## config.mk

```make
export PLATFORM = sky130hd
export DESIGN_NAME = des_round_pipe
export DESIGN_NICKNAME = d
export VERILOG_FILES = /design/src/rtl/des_pkg.sv /design/src/rtl/des_f_comb.sv /design/src/rtl/des_round_pipe.sv
export SDC_FILE = /design/constraint.sdc
export NUM_CORES = 1
export LEC_CHECK = 0
export ABC_AREA = 1
export CORE_ASPECT_RATIO = 0.5
export CORE_UTILIZATION = 25
export CTS_BUF_LIST = sky130_fd_sc_hd__clkbuf_8
export CTS_CLUSTER_DIAMETER = 60
export CTS_CLUSTER_SIZE = 25
export DETAILED_ROUTE_END_ITERATION = 8
export GPL_TIMING_DRIVEN = 0
export HOLD_SLACK_MARGIN = 0.05
export SLEW_MARGIN = 20
export SYNTH_ARGS = -nofsm -noshare
export SYNTH_HDL_FRONTEND = slang
export SYNTH_SLANG_ARGS = --single-unit
```

## constraint.sdc

```tcl
create_clock -name clk -period 2.4 [get_ports clk]
set_input_delay 0.48 -clock clk [delete_from_list [all_inputs] [get_ports clk]]
set_output_delay 0.48 -clock clk [all_outputs]
set_load 0.01 [all_outputs]
```

## src/rtl/des_pkg.sv

```systemverilog
// Shared DES round types, FIPS 46-3 tables and bit-shuffling helpers.
package des_pkg;

    localparam int unsigned HALF_W = 32;
    localparam int unsigned KEY_W  = 48;
    localparam int unsigned SBOX_N = 8;

    typedef logic [HALF_W-1:0] half_t;
    typedef logic [KEY_W-1:0]  subkey_t;

    localparam int unsigned E_TABLE [KEY_W] = '{
        32,  1,  2,  3,  4,  5,  4,  5,  6,  7,  8,  9,
         8,  9, 10, 11, 12, 13, 12, 13, 14, 15, 16, 17,
        16, 17, 18, 19, 20, 21, 20, 21, 22, 23, 24, 25,
        24, 25, 26, 27, 28, 29, 28, 29, 30, 31, 32,  1
    };

    localparam int unsigned P_TABLE [HALF_W] = '{
        16,  7, 20, 21, 29, 12, 28, 17,  1, 15, 23, 26,  5, 18, 31, 10,
         2,  8, 24, 14, 32, 27,  3,  9, 19, 13, 30,  6, 22, 11,  4, 25
    };

    // One entry per S-box: rows 0..3 back to back, first nibble = row 0 column 0.
    localparam logic [255:0] SBOX_TABLE [SBOX_N] = '{
        256'hE4D12FB83A6C5907_0F74E2D1A6CB9538_41E8D62BFC973A50_FC8249175B3EA06D,
        256'hF18E6B34972DC05A_3D47F28EC01A69B5_0E7BA4D158C6932F_D8A13F42B67C05E9,
        256'hA09E63F51DC7B428_D70934A628E5CBF1_D6498F30B12C5AE7_1AD069874FE3B52C,
        256'h7DE3069A1285BC4F_D8B56F03472C1AE9_A690CB7DF13E5284_3F06A1D8945BC72E,
        256'h2C417AB6853FD0E9_EB2C47D150FA3986_421BAD78F9C5630E_B8C71E2D6F09A453,
        256'hC1AF92680D34E75B_AF427C9561DE0B38_9EF528C3704A1DB6_432C95FABE17608D,
        256'h4B2EF08D3C975A61_D0B7491AE35C2F86_14BDC37EAF680592_6BD814A7950FE23C,
        256'hD2846FB1A93E50C7_1FD8A374C56B0E92_7B419CE206ADF358_21E74A8DFC90356B
    };

    // FIPS bit n lives at vector bit [W-n].
    function automatic subkey_t des_expand(input half_t r);
        subkey_t e;
        for (int i = 0; i < KEY_W; i++) begin
            e[KEY_W-1-i] = r[HALF_W - E_TABLE[i]];
        end
        return e;
    endfunction

    function automatic half_t des_perm_p(input half_t s);
        half_t p;
        for (int i = 0; i < HALF_W; i++) begin
            p[HALF_W-1-i] = s[HALF_W - P_TABLE[i]];
        end
        return p;
    endfunction

    // Row from the outer bits, column from the inner four.
    function automatic logic [3:0] des_sbox(input logic [2:0] k, input logic [5:0] b);
        logic [5:0]   idx;
        logic [255:0] t;
        idx = {b[5], b[0], b[4:1]};
        t   = SBOX_TABLE[k] >> {~idx, 2'b00};
        return t[3:0];
    endfunction

endpackage

```

## src/rtl/des_f_comb.sv

```systemverilog
// Combinational DES f core: 48-bit S-box input through s1..s8 and P.
module des_f_comb
    import des_pkg::*;
(
    input  subkey_t x,
    output half_t   f_c
);
    half_t s_out;

    for (genvar k = 0; k < SBOX_N; k++) begin : g_sbox
        assign s_out[HALF_W-1-4*k -: 4] = des_sbox(3'(k), x[KEY_W-1-6*k -: 6]);
    end

    assign f_c = des_perm_p(s_out);

endmodule

```

## src/rtl/des_round_pipe.sv

```systemverilog
// One pipelined DES Feistel round with valid/ready handshake.
// Define DES_ROUND_PARITY_EN to add parity protection of the stored x and the err output.
module des_round_pipe
    import des_pkg::*;
#(
    parameter int unsigned PIPE_MID = 1
) (
    input  logic    clk,
    input  logic    rst,
    input  logic    in_valid,
    output logic    in_ready,
    input  half_t   in_l,
    input  half_t   in_r,
    input  subkey_t in_subkey,
    input  logic    in_last,
    output logic    out_valid,
    input  logic    out_ready,
    output half_t   out_l,
    output half_t   out_r
`ifdef DES_ROUND_PARITY_EN
    ,
    output logic    err
`endif
);
    subkey_t x_in;
    assign x_in = des_expand(in_r) ^ in_subkey;

    if (PIPE_MID != 0) begin : g_mid
        logic    valid_a;
        logic    last_a;
        logic    adv_a;
        logic    adv_b;
        subkey_t x_a;
        half_t   l_a;
        half_t   r_a;
        half_t   f_a;
`ifdef DES_ROUND_PARITY_EN
        logic    par_a;
`endif

        assign adv_b    = !out_valid || out_ready;
        assign adv_a    = !valid_a || adv_b;
        assign in_ready = adv_a;

        des_f_comb u_f (
            .x   (x_a),
            .f_c (f_a)
        );

        // Stage A holds the keyed expansion; stage B holds the finished halves.
        always_ff @(posedge clk) begin
            if (rst) begin
                valid_a   <= 1'b0;
                last_a    <= 1'b0;
                x_a       <= '0;
                l_a       <= '0;
                r_a       <= '0;
                out_valid <= 1'b0;
                out_l     <= '0;
                out_r     <= '0;
`ifdef DES_ROUND_PARITY_EN
                par_a     <= 1'b0;
                err       <= 1'b0;
`endif
            end else begin
                if (adv_a) begin
                    valid_a <= in_valid;
                    if (in_valid) begin
                        x_a    <= x_in;
                        l_a    <= in_l;
                        r_a    <= in_r;
                        last_a <= in_last;
`ifdef DES_ROUND_PARITY_EN
                        par_a  <= ^x_in;
`endif
                    end
                end
                if (adv_b) begin
                    out_valid <= valid_a;
                    if (valid_a) begin
                        out_l <= last_a ? (l_a ^ f_a) : r_a;
                        out_r <= last_a ? r_a : (l_a ^ f_a);
`ifdef DES_ROUND_PARITY_EN
                        if ((^x_a) != par_a) begin
                            err <= 1'b1;
                        end
`endif
                    end
                end
            end
        end
    end else begin : g_flat
        half_t f_in;

        assign in_ready = !out_valid || out_ready;

        des_f_comb u_f (
            .x   (x_in),
            .f_c (f_in)
        );

        always_ff @(posedge clk) begin
            if (rst) begin
                out_valid <= 1'b0;
                out_l     <= '0;
                out_r     <= '0;
            end else if (in_ready) begin
                out_valid <= in_valid;
                if (in_valid) begin
                    out_l <= in_last ? (in_l ^ f_in) : in_r;
                    out_r <= in_last ? in_r : (in_l ^ f_in);
                end
            end
        end

`ifdef DES_ROUND_PARITY_EN
        assign err = 1'b0;
`endif
    end

endmodule

```

==> results.toml <==
[clock_network]
tritoncts = "yes"
clkLatencyLatePin_ns = 0.48
cts_buffers = 17
clk_path_buf_depth = 2
clk_pin_slew_ns = 0.10
h-tree-depth = 4
clock-sinks = 179
root_buffer = "clkbuf_8"

[finish]
antenna_cells = 0
num-nets-final = 2290
instances_no_fill = 2762
multi_input_area_sq_mm = 0.00731
layout.area.seq_sq_mm = 0.00361
utilization = 0.322
area_growth_pct = 25.7
fillers = 5288
drive_above_1_share = 0.0697

[worst_hold_path]
hold_path_class = "reg -> reg"
holdCritStartpoint = "out_r[3]"
hold_depth = 2
min_to = "out_r[3]"

[die]
chipWidth_um = 313
coreArea_sq_mm = 0.0472
initial_core_util = 0.256
core.rowCount = 56
ios = 183
dieArea_sq_mm = 0.0492
die_h_um = 157

[timing]
hold_viol_final = 0
rsz0062_at_grt = "yes"
fin_hold_ws_ns = 0.468
worst_pin_slew_ns = 0.925
max_freq_mhz = 430
slew_headroom = 0.384
clock_skew_ns = 0.0220
finalCritPeriodShare = 0.968
timing.final.max_slew_violations = 0
fin_crit_ns = 2.32
setup_viol = 0

[drt]
routedWlPerCell_um = 17.6
wl_um = 48500
viasPerCell = 4.90
drtIter0Drc = 1378
firstDrtPassIters = 5
vias = 13543
drc = 0
drtAntennaViolNets = 0

[synth]
yosysWarnings = 0
synth_flop_cell = "dfxtp_1"
ys_ff_latch = 179
ys_top_cells_by_area = "dfxtp_1 (30%), nand2_1 (18%), nand3_1 (14%)"
synth_top_area_frac = 0.297
syn_nets = 2081
synth_cell_types = 31
yosysMostFrequentCell = "nand2_1"
async_reset_ff_frac = 0
netlist_instances = 1902
synth_edf_count = 0
synth_area_sq_mm = 0.0121
postSynthAreaPerCell_sq_um = 6.35
synth_common_cells = "nand2_1 (591), nand3_1 (329), a21oi_1 (242)"
synth_top_area_cell = "dfxtp_1"
synth-seq-area-share = 0.297

[grt]
gr-usage-all-layers = 0.191
grt_start_max_net_pins = 18
grt_pass1_wl_um = 72600
antenna_found_initial = 0
grt_pass1_vias = 12452
grt-ovfl-total = 0

[critical_path]
r2r-start = "out_valid"
ff2ff_path_depth = 5
cp.required_ns = 2.82
rr_endpoint = "g_mid.x_a[37]"
crit_arrival_ns = 2.74
path_class = "in -> reg"
r2r_slack_ns = 0.15
startpoint_type = "primary input"
path_max_fanout = 10
end_kind = "flip-flop"

[pwr]
pwr_density_cell_mw_per_mm2 = 546
p_leak_nw = 6.56
vdd_ir_drop_max_mv = 0.331

[placed_design]
dp.cells = 2722
io_buffers = 182
gp_congestion = 0.949
dp.final_hpwl_um = 37600

[job]
max_cap_violations = 0

[outcome]
status = "finished clean"
## through the flow
| stage | setup TNS, ns | area [sq um] | setup WS (ns) | power, mW |
|---|---|---|---|---|
| after floorplan | 0 | 12100 | 0.534 | 5.17 |
| after global placement | -29.50 | 14700 | -0.515 | 6.26 |
| after detailed placement | -31.64 | 14700 | -0.531 | 6.26 |
| after CTS | 0 | 15100 | 0.00133 | 8.21 |
| after global routing | -0.0160 | 15200 | -0.0160 | 8.74 |
| final | 0 | 15200 | 0.0768 | 8.30 |
## cells in the final DEF (no fill, tap or decap), drive strengths merged
cell	n
nand2	594
nor2	40
nand4	4
ha	62
inv	139
buf	61
clkdlybuf4s50	182
clkbuf	77
a31oi	1
nand3	330
nand3b	14
a21oi	243
or2	4
dfxtp	179
clkinv	7
dlymetal6s2s	1
o21ai	131
xor2	48
clkinvlp	7
## logic make-up (layout without fill, tap and decap cells)
| logic type | count (synthesis) | count (layout) | synth area share |
|---|---|---|---|
| DFF | 179 | 179 | 0.297 |
| AOI/OAI and AO/OA | 375 | 375 | 0.156 |
| buffers and inverters | 252 | 474 | 0.100 |
| adders and majority gates | 62 | 62 | 0.0642 |
| and+or+nand+nor | 986 | 986 | 0.348 |
| xor gates and xnor gates | 48 | 48 | 0.0348 |
## routing by layer
layer  track usage  part of all wire  vias to the layer above  wire length, um
li1              -                 -                     6676                -
met1         0.247              0.44                     6373            21400
met2         0.334              0.48                      422            23300
met3        0.0190             0.050                       72             2440
met4        0.0611             0.028                        0             1350
met5             0                 0                        -                0
## report_power, final
part           switching [mW]  total, mW  internal (mW)
sequential              0.191       3.38           3.19
combinational            1.81       2.90           1.09
clock                    1.27       2.01          0.744
total                    3.27       8.30           5.03
## cell type report
class,count,area share
clock inverters,15,0.00832
clock buffers,17,0.0154
flip-flops and latches,179,0.238
plain buffers,113,0.0456
inverters,138,0.0349
well taps,638,0.0526
repair buffers,191,0.124
multi-input cells,1471,0.481
## sequential cells by signal, indices dropped and copies added (netlist names)
name and flops:
g_mid.l_a 32, g_mid.last_a 1, g_mid.r_a 32, g_mid.valid_a 1, g_mid.x_a 48, out_l 32
out_r 32, out_valid 1
## worst max-delay path: stages
cell,delay (ns)
clkdlybuf4s50_1,0.46
inv_1,0.05
nand3_1,0.13
nand2_1,0.39
inv_1,0.35
clkbuf_1,0.67
nor2_1,0.09
nor2_1,0.12
## worst max-delay path by stage
stage | from | end | slack [ns] | cells past startpoint
after floorplan | g_mid.x_a[13] | out_r[21] | 0.53 | 14
after global routing | g_mid.x_a[13] | out_r[3] | -0.02 | 13
final | out_ready | g_mid.l_a[14] | 0.08 | 8
after global placement | rst | g_mid.x_a[31] | -0.51 | 6
after CTS | g_mid.x_a[14] | out_r[3] | 0.001 | 12
after detailed placement | out_ready | g_mid.l_a[19] | -0.53 | 8
## repair_timing
action / 4_1_cts / 5_1_grt
endpoints found under the setup margin: 10 / 45
gates resized for setup: 6 / 29
buffers inserted: 0 / 9
hold buffers: 0 / 0
pin swaps: 0 / 1
cloned: 0 / 0
Note: power is estimated with default switching activity, not from simulation.
